==> src/rtl/norm_shift_gen.sv <==
// rtl/norm_shift_gen.sv - sequential leading-one detector producing the FP add/sub normalization shift (optional NORM_ZERO_FAST_EN)
module norm_shift_gen #(
    parameter int SWR   = 26,
    parameter int EWR   = 5,
    parameter int CHUNK = 4
) (
    input  logic           clk,
    input  logic           rst,
    input  logic           start_i,
    input  logic [SWR-1:0] Data_i,
    input  logic           ack_i,
    output logic           busy_o,
    output logic           done_o,
    output logic [EWR-1:0] Shift_Value_o,
    output logic           Left_Right_o,
    output logic           zero_o
);

    localparam int NCH = (SWR - 1 + CHUNK - 1) / CHUNK;
    localparam int WW  = NCH * CHUNK;
    localparam int PAD = WW - (SWR - 1);
    localparam int KW  = (NCH > 1) ? $clog2(NCH) : 1;

    typedef enum logic [1:0] {
        IDLE = 2'd0,
        SCAN = 2'd1,
        DONE = 2'd2
    } state_t;

    state_t         state_q, state_d;
    logic [WW-1:0]  win_q, win_d;
    logic [KW-1:0]  k_q, k_d;
    logic [EWR-1:0] sv_q, sv_d;
    logic           lr_q, lr_d;
    logic           z_q, z_d;

    logic [WW-1:0]    win_load;
    logic [CHUNK-1:0] chunk;
    logic             hit;
    logic             k_last;
    logic             accept;
    logic [EWR-1:0]   lz;
    logic [EWR-1:0]   scan_sv;

    // Scan window is left-justified and zero-padded so that the examined
    // chunk is always the top CHUNK bits; the window shifts left on a miss.
    assign win_load = WW'(Data_i[SWR-2:0]) << PAD;
    assign chunk    = win_q[WW-1 -: CHUNK];
    assign hit      = |chunk;
    assign k_last   = (k_q == KW'(NCH - 1));
    assign accept   = start_i && ((state_q == IDLE) || ((state_q == DONE) && ack_i));

    always_comb begin
        lz = '0;
        for (int i = 0; i < CHUNK; i++) begin
            if (chunk[i]) begin
                lz = EWR'(CHUNK - 1 - i);
            end
        end
    end

    assign scan_sv = EWR'(k_q) * EWR'(CHUNK) + lz;

    always_ff @(posedge clk or negedge rst) begin
        if (!rst) begin
            state_q <= IDLE;
            win_q   <= '0;
            k_q     <= '0;
            sv_q    <= '0;
            lr_q    <= 1'b0;
            z_q     <= 1'b0;
        end else begin
            state_q <= state_d;
            win_q   <= win_d;
            k_q     <= k_d;
            sv_q    <= sv_d;
            lr_q    <= lr_d;
            z_q     <= z_d;
        end
    end

    always_comb begin
        state_d = state_q;
        win_d   = win_q;
        k_d     = k_q;
        sv_d    = sv_q;
        lr_d    = lr_q;
        z_d     = z_q;
        case (state_q)
            IDLE, DONE: begin
                if (accept) begin
                    win_d = win_load;
                    k_d   = '0;
                    if (Data_i[SWR-1]) begin
                        // Carry out of the add: one right shift renormalizes.
                        state_d = DONE;
                        sv_d    = EWR'(1);
                        lr_d    = 1'b0;
                        z_d     = 1'b0;
`ifdef NORM_ZERO_FAST_EN
                    end else if (Data_i == '0) begin
                        state_d = DONE;
                        sv_d    = '0;
                        lr_d    = 1'b1;
                        z_d     = 1'b1;
`endif
                    end else begin
                        state_d = SCAN;
                    end
                end else if ((state_q == DONE) && ack_i) begin
                    state_d = IDLE;
                end
            end
            SCAN: begin
                if (hit) begin
                    state_d = DONE;
                    sv_d    = scan_sv;
                    lr_d    = 1'b1;
                    z_d     = 1'b0;
                end else if (k_last) begin
                    state_d = DONE;
                    sv_d    = '0;
                    lr_d    = 1'b1;
                    z_d     = 1'b1;
                end else begin
                    k_d   = k_q + KW'(1);
                    win_d = win_q << CHUNK;
                end
            end
            default: begin
                state_d = IDLE;
            end
        endcase
    end

    assign busy_o        = (state_q == SCAN);
    assign done_o        = (state_q == DONE);
    assign Shift_Value_o = sv_q;
    assign Left_Right_o  = lr_q;
    assign zero_o        = z_q;

endmodule

==> config.mk <==
export PLATFORM = sky130hd
export DESIGN_NAME = norm_shift_gen
export DESIGN_NICKNAME = d
export VERILOG_FILES = /design/src/rtl/norm_shift_gen.sv
export SDC_FILE = /design/constraint.sdc
export NUM_CORES = 1
export LEC_CHECK = 0
export ABC_AREA = 1
export CORE_MARGIN = 3
export CORE_UTILIZATION = 46
export DETAILED_ROUTE_END_ITERATION = 8
export GPL_TIMING_DRIVEN = 0
export PLACE_DENSITY = 0.76
export SKIP_LAST_GASP = 1
export SLEW_MARGIN = 5
export SYNTH_ARGS = -nofsm -noshare
export SYNTH_HDL_FRONTEND = slang
export SYNTH_SLANG_ARGS = --single-unit
export TNS_END_PERCENT = 10
==> constraint.sdc <==
create_clock -name clk -period 1.36 [get_ports clk]
set_input_delay 0.272 -clock clk [delete_from_list [all_inputs] [get_ports clk]]
set_output_delay 0.272 -clock clk [all_outputs]
set_load 0.02 [all_outputs]
==> flow_metrics.env <==
export IMPL_status="finished, violations left"
export IMPL_gr_usage_all_layers_pct=18.6
export IMPL_antenna_found_initial=0
export IMPL_grt_pass1_vias=1727
export IMPL_layout_area_overhead_vs_synth_pct=36.3
export IMPL_postCtsHoldBufs=0
export IMPL_grt_pass1_wl_um=7360
export IMPL_synth_simple_gate_area_share_pct=41.8
export IMPL_antenna_cells=0
export IMPL_dieArea_mm2=0.00489
export IMPL_initial_core_util_pct=49.5
export IMPL_crit_type="reg -> out"
export IMPL_cts_made_buffers=5
export IMPL_cp_required_ps=1090
export IMPL_rrSetupSlack_ps=-50
export IMPL_synth_area_mm2=0.00188
export IMPL_max_freq_mhz=660
export IMPL_cts_buffer_depth=2
export IMPL_worst_pin_slew_ps=811
export IMPL_fin_crit_ps=1520
export IMPL_yosys_area_top_type="dfrtp_1"
export IMPL_synth_cell_types=17
export IMPL_power_density_mw_per_mm2=1680
export IMPL_fin_util_pct=67.5
export IMPL_rr_worst_depth=10
export IMPL_p_leak_nw=1.43
export IMPL_worstPathMaxFanout=2
export IMPL_synth_fa_ha_area_share_pct=1.33
export IMPL_finalSetupViolCount=29
export IMPL_drt_wirelength_per_cell_um=12.9
export IMPL_dpl_hpwl_um=2950
export IMPL_final_common_cell="nand2_1"
export IMPL_dp_cells=343
export IMPL_synthMuxAreaShare_pct=0
export IMPL_cp_cell_sequence="clkdlybuf4s50_1"
export IMPL_synth_compound_area_share_pct=0.798
export IMPL_ys_seq_area_share_pct=49.2
export IMPL_h_tree_depth=2
export IMPL_rsz0062_at_grt="yes"
export IMPL_fin_crit_sh_pct=111
export IMPL_clk_pin_slew_ps=70
export IMPL_clock_sinks=37
export IMPL_fp_dieW_um=70.0
export IMPL_finalClockSkew_ps=4.87
export IMPL_drc=0
export IMPL_crit_family="buffers and inverters"
export IMPL_synth_top_area_share_pct=49.2
export IMPL_hp_class="in -> async"
export IMPL_max_cap_violations=0
export IMPL_dr_pass1_iters=4
export IMPL_fillerInstances=323
export IMPL_synth_top_family_by_area="simple AND/OR/NAND/NOR gates"
export IMPL_fin_nets=349
export IMPL_synthXorXnorAreaFrac_pct=0.465
export IMPL_synthTopCellsByArea="dfrtp_1 (49%), nand2_1 (29%), nand3_1 (8.5%)"
export IMPL_via_count=1839
export IMPL_violations="setup timing"
export IMPL_drive_gt1_share_pct=15.4
export IMPL_fin_tns_setup_ps=-1420
export IMPL_syn_num_nets=289
export IMPL_fin_cells=366
export IMPL_worstReg2RegStart="k_q[0]"
export IMPL_yosys_register_bits=37
export IMPL_path_buf_inv=1
export IMPL_r2r_end="win_q[11]"
export IMPL_wl_um=4710
export IMPL_yosysWarnings=0
export IMPL_syn_avg_cell_area_um2=7.32
export IMPL_dp_slack_ps=-552
export IMPL_drtIter0Drc=91
export IMPL_worst_ep_arrival_time_ps=1240
export IMPL_gp_congestion=0.823
export IMPL_cp_end_kind="output pin"
export IMPL_grt_max_degree=38
export IMPL_max_slew_margin_pct=45.9
export IMPL_fp_dieH_um=70.0
export IMPL_cts_tree="done"
export IMPL_syn_inst=257
export IMPL_postRouteAntennaNets=0
export IMPL_ir_worst_vdd_mv=0.958
export IMPL_layout_setup_ws_ps=-155
export IMPL_critPathSlowestCell="clkdlybuf4s50_1"
export IMPL_worst_path_largest_cell_delay_ps=600
export IMPL_final_cell_mix="nand2_1 (142), dfrtp_1 (36), nand3_1 (32), clkdlybuf4s50_1 (32), buf_4 (14)"
export IMPL_cp_start_kind="flop"
export IMPL_vias_per_cell=5.02
export IMPL_drv_slew=0
export IMPL_overflow=0
export IMPL_io_pins=39
export IMPL_report_power_total_mw=4.30
export IMPL_numPortBuffers=38
export IMPL_placeableCoreArea_mm2=0.00380
export IMPL_clk_root_buffer_cell="clkbuf_8"
export IMPL_fp_row_count=22
export IMPL_clkLatencyLatePin_ps=300
export IMPL_hold_viol=0
==> cells in the mapped netlist <==
cell type / n
buf_2: 7
buf_4: 2
buf_6: 2
clkbuf_1: 1
dfrtp_1: 37
ha_1: 2
inv_1: 12
nand2_1: 146
nand2_2: 2
nand2_4: 2
nand3_1: 32
nand4_1: 2
nor2_1: 5
nor2_4: 1
o21ai_0: 1
o21ai_1: 2
xnor2_1: 1
==> metrics by stage <==
step	instance area (um^2)	hold slack, ps
after global placement	2320	454
after detailed placement	2320	419
final	2560	62.5
after global routing	2560	134
after CTS	2410	105
after floorplan	1880	-23.6
==> registers in the layout, summed over array words and instances (netlist names) <==
signal         count
Shift_Value_o      5
state_q            2
zero_o             1
k_q                3
win_q             25
Left_Right_o       1
==> area by class of cell <==
| class | count | area (um^2) | area share [%] |
|---|---|---|---|
| Sequential cell | 37 | 927 | 36.1 |
| Multi-Input combinational cell | 197 | 866 | 33.8 |
| Timing Repair Buffer | 52 | 488 | 19.0 |
| Buffer | 12 | 96.3 | 3.76 |
| Clock buffer | 8 | 80.1 | 3.12 |
| Tap cell | 48 | 60.1 | 2.34 |
| Inverter | 12 | 47.5 | 1.85 |
==> metal layers <==
metal	routed length, um	share of wire, %	global-route usage, %
met3	265	5.6	4.32
met1	1990	42	22.1
met2	2360	50	31.9
met4	98	2.1	8.09
met5	0	0	0
==> worst max path at each step <==
stage / from / slack [ps] / cells after the start / endpoint
2_1_floorplan: k_q[0] / 60 / 9 / Left_Right_o
3_3_place_gp: rst / -850 / 1 / win_q[13]
3_5_place_dp: state_q[1] / -550 / 5 / busy_o
4_1_cts: zero_o / -170 / 1 / zero_o
5_1_grt: k_q[0] / -200 / 9 / win_q[22]
6_report: Shift_Value_o[4] / -160 / 1 / Shift_Value_o[4]
==> cells by family after synthesis <==
| logic type | after synthesis |
|---|---|
| buffers and inverters | 24 |
| XOR/XNOR | 1 |
| AO/OA/AOI/OAI | 3 |
| AND/OR/NAND/NOR | 190 |
| adder cells (fa/ha/maj) | 2 |
| flip-flops | 37 |
==> what timing repair did <==
| action | CTS | global route |
|---|---|---|
| setup buffers | 2 | 10 |
| gates resized for setup | 16 | 17 |
| cloned | 0 | 3 |
| endpoints found under the setup margin | 43 | 43 |
| pin swaps | 0 | 3 |
==> power by group <==
part           internal (mW)  switching [mW]
Clock                  0.365           0.398
Sequential              1.52           0.251
Combinational          0.749            1.01
Total                   2.64            1.66
(Power assumes the default switching activity.)
